**src/rtl/seq_divider_40_20.sv**
```systemverilog
// rtl/seq_divider_40_20.sv - unsigned 40/20 restoring divider, one quotient bit per clock
//
// seq_divider_40_20: multi-cycle restoring divider with valid/ready on both sides.
//   clk, rst_n           clock, asynchronous active-low reset
//   in_valid, in_ready   operand handshake (in_ready high only in IDLE)
//   dividend, divisor    operands, sampled on accept
//   out_valid, out_ready result handshake (out_valid high only in DONE)
//   quotient, remainder  result, held stable while out_valid && !out_ready
//   div_by_zero          set with the result when the divisor was zero
//
// adder_40_bit: 40-bit carry-lookahead adder (4-bit lookahead groups).
//   a_i, b_i, cin_i      addends and carry in
//   sum_o, cout_o        sum and carry out

module adder_40_bit (
  input  logic [39:0] a_i,
  input  logic [39:0] b_i,
  input  logic        cin_i,
  output logic [39:0] sum_o,
  output logic        cout_o
);

  logic [39:0] g;
  logic [39:0] p;
  logic        c0;
  logic        c1;
  logic        c2;
  logic        c3;
  logic [3:0]  g4;
  logic [3:0]  p4;

  assign g = a_i & b_i;
  assign p = a_i ^ b_i;

  // Carries inside each group come straight from the group carry-in; the
  // group carry-out uses group generate/propagate.
  always_comb begin
    sum_o = '0;
    c0    = cin_i;
    c1    = 1'b0;
    c2    = 1'b0;
    c3    = 1'b0;
    g4    = '0;
    p4    = '0;
    for (int k = 0; k < 10; k++) begin
      g4 = g[4*k +: 4];
      p4 = p[4*k +: 4];
      c1 = g4[0] | (p4[0] & c0);
      c2 = g4[1] | (p4[1] & g4[0]) | (p4[1] & p4[0] & c0);
      c3 = g4[2] | (p4[2] & g4[1]) | (p4[2] & p4[1] & g4[0])
         | (p4[2] & p4[1] & p4[0] & c0);
      sum_o[4*k +: 4] = p4 ^ {c3, c2, c1, c0};
      c0 = g4[3] | (p4[3] & g4[2]) | (p4[3] & p4[2] & g4[1])
         | (p4[3] & p4[2] & p4[1] & g4[0]) | ((&p4) & c0);
    end
    cout_o = c0;
  end

endmodule

module seq_divider_40_20 #(
  parameter int DVD_W = 40,
  parameter int DVS_W = 20,
  parameter int CNT_W = 6
) (
  input  logic             clk,
  input  logic             rst_n,
  input  logic             in_valid,
  output logic             in_ready,
  input  logic [DVD_W-1:0] dividend,
  input  logic [DVS_W-1:0] divisor,
  output logic             out_valid,
  input  logic             out_ready,
  output logic [DVD_W-1:0] quotient,
  output logic [DVS_W-1:0] remainder,
  output logic             div_by_zero
);

  typedef enum logic [1:0] {
    IDLE = 2'd0,
    RUN  = 2'd1,
    DONE = 2'd2
  } state_t;

  state_t             state_q, state_d;
  logic [DVD_W-1:0]   q_q, q_d;
  logic [DVS_W:0]     r_q, r_d;
  logic [DVS_W-1:0]   dvs_q, dvs_d;
  logic [CNT_W-1:0]   cnt_q, cnt_d;
  logic               dbz_q, dbz_d;

  logic [DVS_W:0]     shifted;
  logic [39:0]        add_a;
  logic [39:0]        add_b;
  logic [39:0]        add_sum;
  logic               add_cout;
  logic               borrow;
  logic               unused_hi;

  // Trial subtraction S - divisor done as S + ~divisor + 1 on the wide adder.
  assign shifted = {r_q[DVS_W-1:0], q_q[DVD_W-1]};
  assign add_a   = {{(40-DVS_W-1){1'b0}}, shifted};
  assign add_b   = ~{{(40-DVS_W){1'b0}}, dvs_q};
  assign borrow  = ~add_cout;

  adder_40_bit u_adder (
    .a_i    (add_a),
    .b_i    (add_b),
    .cin_i  (1'b1),
    .sum_o  (add_sum),
    .cout_o (add_cout)
  );

  // The partial remainder never reaches 2^DVS_W, so its top bit and the
  // upper adder bits carry no information.
  assign unused_hi = ^{add_sum[39:DVS_W+1], r_q[DVS_W]};

  always_ff @(posedge clk or negedge rst_n) begin
    if (!rst_n) begin
      state_q <= IDLE;
      q_q     <= '0;
      r_q     <= '0;
      dvs_q   <= '0;
      cnt_q   <= '0;
      dbz_q   <= 1'b0;
    end else begin
      state_q <= state_d;
      q_q     <= q_d;
      r_q     <= r_d;
      dvs_q   <= dvs_d;
      cnt_q   <= cnt_d;
      dbz_q   <= dbz_d;
    end
  end

  always_comb begin
    state_d = state_q;
    q_d     = q_q;
    r_d     = r_q;
    dvs_d   = dvs_q;
    cnt_d   = cnt_q;
    dbz_d   = dbz_q;
    unique case (state_q)
      IDLE: begin
        if (in_valid) begin
          dvs_d = divisor;
          r_d   = '0;
          cnt_d = CNT_W'(DVD_W - 1);
          if (divisor == '0) begin
            q_d     = '1;
            r_d     = {1'b0, dividend[DVS_W-1:0]};
            dbz_d   = 1'b1;
            state_d = DONE;
          end else begin
            q_d     = dividend;
            dbz_d   = 1'b0;
            state_d = RUN;
          end
        end
      end
      RUN: begin
        r_d = borrow ? shifted : add_sum[DVS_W:0];
        q_d = {q_q[DVD_W-2:0], ~borrow};
        if (cnt_q == '0) begin
          state_d = DONE;
        end else begin
          cnt_d = cnt_q - 1'b1;
        end
      end
      DONE: begin
        if (out_ready) begin
          state_d = IDLE;
        end
      end
      default: state_d = IDLE;
    endcase
  end

  assign in_ready    = (state_q == IDLE);
  assign out_valid   = (state_q == DONE);
  assign quotient    = q_q;
  assign remainder   = r_q[DVS_W-1:0];
  assign div_by_zero = dbz_q;

endmodule

```
**config.mk**
```make
export PLATFORM = sky130hd
export DESIGN_NAME = seq_divider_40_20
export DESIGN_NICKNAME = d
export VERILOG_FILES = /design/src/rtl/seq_divider_40_20.sv
export SDC_FILE = /design/constraint.sdc
export NUM_CORES = 1
export LEC_CHECK = 0
export CORE_MARGIN = 1
export CORE_UTILIZATION = 50
export CTS_BUF_LIST = sky130_fd_sc_hd__clkbuf_4 sky130_fd_sc_hd__clkbuf_8 sky130_fd_sc_hd__clkbuf_16
export DETAILED_ROUTE_END_ITERATION = 7
export PLACE_DENSITY_LB_ADDON = 0.3
export SLEW_MARGIN = 20
export SYNTH_ARGS = -nofsm -noshare
export SYNTH_HDL_FRONTEND = slang
export SYNTH_SLANG_ARGS = --single-unit
```
**constraint.sdc**
```tcl
create_clock -name clk -period 3 [get_ports clk]
set_input_delay 0.6 -clock clk [delete_from_list [all_inputs] [get_ports clk]]
set_output_delay 0.6 -clock clk [all_outputs]
set_load 0.01 [all_outputs]
```
==> flow_metrics.env, run 1 <==
export IMPL_worst_setup_path_start_kind="register"
export IMPL_run_status="finished, final reports clean"
export IMPL_syn_mean_instance_area_um2=8.78
export IMPL_mostFrequentLayoutCell="sky130_fd_sc_hd__clkdlybuf4s50_1"
export IMPL_std_cell_rows=36
export IMPL_tritoncts_num_buffers=9
export IMPL_avgViaCountPerCell=5.80
export IMPL_final_period_utilization=0.941
export IMPL_clkSinkCount=89
export IMPL_synth_seq_area_share=0.437
export IMPL_die_x_um=103
export IMPL_cts_htree_levels=3
export IMPL_place_congestion=0.904
export IMPL_worstRegToRegCells=13
export IMPL_vias=4818
export IMPL_syn_num_nets=671
export IMPL_synth_yosys_warnings=0
export IMPL_postSynthRegisterBits=89
export IMPL_r2r_end="r_q[17]$_DFFE_PN0P_"
export IMPL_ctsRootBufferMaster="sky130_fd_sc_hd__clkbuf_8"
export IMPL_register_area_mm2=0.00223
export IMPL_finalSetupViolCount=0
export IMPL_finalHoldViolCount=0
export IMPL_grt_setup_unrepaired="false"
export IMPL_place_ws_ps=134
export IMPL_timing_final_max_slew_violations=0
export IMPL_worst_slew_slack_as_a_fraction_of_its_limit=0.402
export IMPL_synth_lib_cells_used_distinct=49
export IMPL_timing_fmax_mhz=354
export IMPL_dp_final_hpwl_um=9910
export IMPL_initialDrtViolationCount=221
export IMPL_die_area_mm2=0.0106
export IMPL_diodes=0
export IMPL_grt_overflow_total=0
export IMPL_dpl_instance_area_mm2=0.00650
export IMPL_clock_slew_at_the_register_clock_pins_of_the_worst_setup_and_hold_paths_ps=80
export IMPL_cp_capture_type="register"
export IMPL_clk_path_buf_depth=2
export IMPL_grt_pass1_wl_um=22500
export IMPL_worstHoldPathType="primary input to async pin"
export IMPL_fin_crit_ps=2820
export IMPL_multi_input_comb_area_mm2=0.00259
export IMPL_fp_dieH_um=103
export IMPL_grt_pass1_vias=4715
export IMPL_crit_reg2reg_launch="r_q[0]$_DFFE_PN0P_"
export IMPL_io_buffer_count=126
export IMPL_ir_drop_mv=0.640
export IMPL_final_nets=785
export IMPL_ant_nets=0
export IMPL_worst_skew_pair_late_latency_ps=350
export IMPL_boundaryPins=127
export IMPL_tritoncts="built"
export IMPL_layout_cell_area_excl_fill_mm2=0.00673
export IMPL_grt_util_all_layers=0.272
export IMPL_timing_critical_path_required_ps=3180
export IMPL_post_route_cells_drive_above_1_share=0.0631
export IMPL_maxCapViolCount=0
export IMPL_netlist_instances=580
export IMPL_main_flop_type_after_synthesis="sky130_fd_sc_hd__dfrtp_1"
export IMPL_critPathMaxStageDelay_ps=440
export IMPL_power_density_mw_per_mm2=1270
export IMPL_largest_net_degree_at_the_start_of_global_routing=110
export IMPL_mostFrequentLayoutCells="125 x sky130_fd_sc_hd__clkdlybuf4s50_1, 88 x sky130_fd_sc_hd__dfrtp_1, 82 x sky130_fd_sc_hd__nand2_1, 50 x sky130_fd_sc_hd__o21ai_0, 40 x sky130_fd_sc_hd__nor2_1"
export IMPL_final_fill_count=820
export IMPL_synth_edf_count=0
export IMPL_cp_slowest_cell="sky130_fd_sc_hd__dfrtp_1"
export IMPL_postCtsHoldBufs=0
export IMPL_postRouteWirelength_um=13800
export IMPL_asyncSetResetFlopFracSynth=1.00
export IMPL_synth_cell_area_mm2=0.00509
export IMPL_final_setup_worst_slack_ps=178
export IMPL_path_max_fanout=4
export IMPL_start_util=0.518
export IMPL_p_leak_nw=2.90
export IMPL_tns_ps=0
export IMPL_fp_coreArea_mm2=0.00982
export IMPL_grt_antenna_before_repair=0
export IMPL_crit_arrival_ps=3010
export IMPL_setup_worst_path_class="register to register"
export IMPL_post_route_drc_count=0
export IMPL_fin_total_pwr_mw=8.56
export IMPL_post_synthesis_to_final_layout_area_growth_pct=32.1
export IMPL_timing_reg2reg_setup_slack_ps=180
export IMPL_critical_path_cell_chain="ha_1, o21ai_1, a22oi_2, a21o_1, inv_2, o21ai_4, inv_2, nor2_1, nor3_1, fa_1, xnor2_1, mux2i_1, a21oi_1"
export IMPL_crit_top_cell="sky130_fd_sc_hd__inv_2"
export IMPL_tightestPinTransition_ps=894
export IMPL_detail_route_first_pass_iterations=5
export IMPL_timing_clock_skew_ps=14.6
export IMPL_wl_per_cell_um=16.6
export IMPL_finish_utilization=0.685
==> cells in the mapped netlist (5+ instances only) <==
master / count / share of area
sky130_fd_sc_hd__dfrtp_1: 89 / 0.44
sky130_fd_sc_hd__nand2_1: 82 / 0.060
sky130_fd_sc_hd__o21ai_0: 50 / 0.049
sky130_fd_sc_hd__nor2_1: 42 / 0.031
sky130_fd_sc_hd__nor3_1: 36 / 0.035
sky130_fd_sc_hd__inv_1: 33 / 0.024
sky130_fd_sc_hd__clkbuf_1: 30 / 0.022
sky130_fd_sc_hd__o31ai_1: 26 / 0.038
sky130_fd_sc_hd__a21oi_1: 23 / 0.023
sky130_fd_sc_hd__ha_1: 23 / 0.057
sky130_fd_sc_hd__a22oi_1: 19 / 0.028
sky130_fd_sc_hd__and3_1: 14 / 0.017
sky130_fd_sc_hd__a211oi_1: 12 / 0.018
sky130_fd_sc_hd__xnor2_1: 10 / 0.017
sky130_fd_sc_hd__a31oi_1: 8 / 0.0098
sky130_fd_sc_hd__mux2i_1: 7 / 0.014
sky130_fd_sc_hd__nand3_1: 7 / 0.0069
sky130_fd_sc_hd__buf_2: 6 / 0.0059
sky130_fd_sc_hd__xor2_1: 6 / 0.010
sky130_fd_sc_hd__a311oi_1: 5 / 0.0086
sky130_fd_sc_hd__nor4_1: 5 / 0.0061
==> stage by stage <==
step,std cells,hold slack (ps)
6_report,830,223
5_1_grt,830,265
4_1_cts,828,240
3_5_place_dp,814,496
3_3_place_gp,814,466
2_1_floorplan,580,304
==> layer usage <==
metal  part of all wire  track usage
met1               0.42        0.344
met3              0.058       0.0427
met4              0.028        0.106
met2               0.49        0.470
met5                  0            0
==> registers in the layout, indices dropped and copies added, names as in the netlist <==
name	flops
quotient	40
dvs_q	20
r_q	20
cnt_q	6
state_q	2
div_by_zero	1
==> how the worst max path moves through the flow <==
stage | from | slack (ps) | end | cells after the start
2_1_floorplan | quotient[39]$_DFFE_PN0P_ | 530 | r_q[17]$_DFFE_PN0P_ | 14
4_1_cts | quotient[39]$_DFFE_PN0P_ | 120 | r_q[17]$_DFFE_PN0P_ | 14
3_5_place_dp | quotient[39]$_DFFE_PN0P_ | 130 | r_q[17]$_DFFE_PN0P_ | 14
6_report | r_q[0]$_DFFE_PN0P_ | 180 | r_q[17]$_DFFE_PN0P_ | 13
5_1_grt | quotient[39]$_DFFE_PN0P_ | 6 | r_q[17]$_DFFE_PN0P_ | 14
3_3_place_gp | divisor[14] | 200 | r_q[19]$_DFFE_PN0P_ | 9
==> area by class of cell <==
type | instances | share of cell area
multi-input cells | 417 | 0.386
flip-flops and latches | 89 | 0.331
repair buffers | 142 | 0.209
clock buffers | 12 | 0.0246
inverters | 35 | 0.0195
clock inverters | 2 | 0.00558
well taps | 133 | 0.0247
==> critical path: cells and delay by family (launching register included) <==
| kind | cells | cell delay (ps) |
|---|---|---|
| flip-flops | 1 | 440 |
| adder cells (fa/ha/maj) | 2 | 710 |
| multiplexers | 1 | 150 |
| AND/OR/NAND/NOR | 2 | 170 |
| buffers and inverters | 2 | 160 |
| AO/OA/AOI/OAI | 5 | 900 |
| XOR/XNOR | 1 | 140 |
==> cell families after synthesis <==
logic type               synth area share
AO/OA/AOI/OAI                       0.211
XOR/XNOR                           0.0275
adder cells (fa/ha/maj)            0.0723
buffers and inverters              0.0582
flip-flops                          0.437
multiplexers                       0.0138
AND/OR/NAND/NOR                     0.180
==> where the power goes <==
group	switching, mW	internal [mW]
logic	2.86	2.49
registers	0.546	1.81
clock network	0.402	0.445
total	3.81	4.75
==> repair_timing <==
action                                  4_1_cts  5_1_grt
buffers inserted                              0        2
endpoints found under the setup margin        0        2
resized for setup                             0        2
(Power assumes the default switching activity.)
==> run 2: changes to the inputs <==
--- a/config.mk
+++ b/config.mk
@@ -9,7 +9,9 @@
 export CORE_UTILIZATION = 50
 export CTS_BUF_LIST = sky130_fd_sc_hd__clkbuf_4 sky130_fd_sc_hd__clkbuf_8 sky130_fd_sc_hd__clkbuf_16
 export DETAILED_ROUTE_END_ITERATION = 7
-export PLACE_DENSITY_LB_ADDON = 0.3
+export GPL_TIMING_DRIVEN = 0
+export PLACE_DENSITY = 0.86
+export SKIP_CTS_REPAIR_TIMING = 1
 export SLEW_MARGIN = 20
 export SYNTH_ARGS = -nofsm -noshare
 export SYNTH_HDL_FRONTEND = slang
==> flow_metrics.env, run 2 (synthesis gave the netlist of run 1 again) <==
export IMPL_final_instance_count_excl_fill=857
export IMPL_p_leak_nw=2.91
export IMPL_cts_htree_levels=3
export IMPL_grt_pass1_wl_um=24500
export IMPL_worst_setup_path_start_kind="register"
export IMPL_sw_frac_of_total=0.460
export IMPL_finalHoldViolCount=0
export IMPL_fp_dieH_um=103
export IMPL_mostFrequentLayoutCell="sky130_fd_sc_hd__clkdlybuf4s50_1"
export IMPL_critical_path_startpoint="quotient[39]$_DFFE_PN0P_"
export IMPL_tritoncts="built"
export IMPL_tightestPinTransition_ps=621
export IMPL_grt_util_all_layers=0.305
export IMPL_critPathMaxStageDelay_ps=430
export IMPL_crit_top_cell="sky130_fd_sc_hd__inv_2"
export IMPL_path_max_fanout=5
export IMPL_boundaryPins=127
export IMPL_timing_critical_path_required_ps=3240
export IMPL_final_nets=809
export IMPL_ctsRootBufferMaster="sky130_fd_sc_hd__clkbuf_8"
export IMPL_final_setup_worst_slack_ps=132
export IMPL_tns_ps=0
export IMPL_die_x_um=103
export IMPL_post_route_cells_drive_above_1_share=0.0484
export IMPL_start_util=0.518
export IMPL_io_buffer_count=126
export IMPL_fin_crit_ps=2870
export IMPL_post_synthesis_to_final_layout_area_growth_pct=32.7
export IMPL_place_congestion=0.875
export IMPL_finalSetupViolCount=0
export IMPL_std_cell_rows=36
export IMPL_violated_checks="DRC"
export IMPL_maxCapViolCount=0
export IMPL_largest_net_degree_at_the_start_of_global_routing=52
export IMPL_grt_overflow_total=0
export IMPL_timing_clock_skew_ps=13.3
export IMPL_ir_drop_mv=0.555
export IMPL_dp_cells=840
export IMPL_largest_register_ffs=40
export IMPL_clock_slew_at_the_register_clock_pins_of_the_worst_setup_and_hold_paths_ps=90
export IMPL_run_status="complete, but fails checks"
export IMPL_avgViaCountPerCell=5.99
export IMPL_metal2_wl_um=7550
export IMPL_die_area_mm2=0.0106
export IMPL_grt_antenna_before_repair=1
export IMPL_clk_path_buf_depth=2
export IMPL_cp_slowest_cell="sky130_fd_sc_hd__dfrtp_2"
export IMPL_power_share_sequential=0.268
export IMPL_fp_coreArea_mm2=0.00982
export IMPL_place_ws_ps=90.5
export IMPL_worstHoldPathType="primary input to async pin"
export IMPL_share_clk_of_total_power=0.100
export IMPL_route_met3_wl_um=1200
export IMPL_post_route_drc_count=2
export IMPL_cp_capture_type="register"
export IMPL_mostFrequentLayoutCells="125 x sky130_fd_sc_hd__clkdlybuf4s50_1, 88 x sky130_fd_sc_hd__dfrtp_1, 82 x sky130_fd_sc_hd__nand2_1, 50 x sky130_fd_sc_hd__o21ai_0, 42 x sky130_fd_sc_hd__nor2_1"
export IMPL_dp_final_hpwl_um=11800
export IMPL_ant_nets=0
export IMPL_crit_reg2reg_launch="quotient[39]$_DFFE_PN0P_"
export IMPL_timing_fmax_mhz=349
export IMPL_switching_power_mw=4.06
export IMPL_fin_total_pwr_mw=8.82
export IMPL_crit_arrival_ps=3110
export IMPL_initialDrtViolationCount=375
export IMPL_internal_power_mw=4.77
export IMPL_setup_worst_path_class="register to register"
export IMPL_wl_per_cell_um=18.0
export IMPL_grt_pass1_vias=5054
export IMPL_critical_path_cell_chain="inv_1, ha_1, o21ai_1, a22oi_2, a21o_1, inv_2, o21ai_2, inv_2, nor2_1, nor3_1, fa_1, xnor2_1, mux2i_1, a21oi_1"
export IMPL_pwr_share_comb=0.632
export IMPL_worst_slew_slack_as_a_fraction_of_its_limit=0.584
export IMPL_worst_skew_pair_late_latency_ps=370
export IMPL_finish_utilization=0.688
export IMPL_final_period_utilization=0.956
export IMPL_grt_setup_unrepaired="false"
export IMPL_met1Wirelength_um=6250
export IMPL_vias=5133
export IMPL_tritoncts_num_buffers=9
export IMPL_timing_final_max_slew_violations=0
export IMPL_clkSinkCount=89
export IMPL_power_density_mw_per_mm2=1310
export IMPL_postRouteWirelength_um=15400
export IMPL_detail_route_first_pass_iterations=8
export IMPL_top_metal_used="met4"
run 2: changes by cell type in the layout (fill, tap and decap cells not counted), sizes merged:
cell / delta
clkbuf: +30
diode: +1
buf: -6
clkinv: +2
run 2: critical path: cells and delay by family (launching register included):
kind	cells	cell delay, ps
compound gates	5	910
fa+ha+maj	2	680
flops	1	430
buf+inv	3	230
simple gates	2	180
mux	1	170
xor+xnor	1	130
run 2: path summary, 6_finish.rpt:
path | end | slack [ps] | cells after the start
max in group asynchronous | cnt_q[4]$_DFFE_PN0P_ | 2150 | 2
min in group clk | div_by_zero$_DFFE_PN0P_ | 500 | 2
hold / removal | quotient[2]$_DFFE_PN0P_ | 210 | 1
setup / recovery | r_q[17]$_DFFE_PN0P_ | 130 | 14
hold reg to reg | div_by_zero$_DFFE_PN0P_ | 500 | 2
setup reg to reg | r_q[17]$_DFFE_PN0P_ | 130 | 14
run 2: power groups by stage:
stage | combinational (mW) | clock [mW] | sequential, mW
floorplan | 3.37 | 0 | 2.40
global placement | 5.23 | 0 | 2.34
detailed placement | 5.48 | 0 | 2.36
CTS | 5.52 | 0.885 | 2.36
global route | 6.10 | 0.928 | 2.43
finish | 5.57 | 0.882 | 2.37
run 2: area by class of cell:
type                    count  area, um^2
inverters                  35         131
flip-flops and latches     89        2230
diodes                      1        2.50
clock inverters             4        51.3
clock buffers              12         159
multi-input cells         417        2570
plain buffers              39         165
well taps                 133         166
repair buffers            127        1290
fillers                   787        3060
run 2: through the flow:
stage | instance area (um^2) | hold WS (ps)
CTS | 6750 | 217
finish | 6760 | 206
detailed placement | 6540 | 480
global placement | 6520 | 473
global route | 6760 | 247
floorplan | 5090 | 304
run 2: layer usage:
metal,track usage,vias to the layer above
li1,-,2335
met1,0.386,2472
met2,0.500,279
met3,0.0610,47
met4,0.153,0
met5,0,-
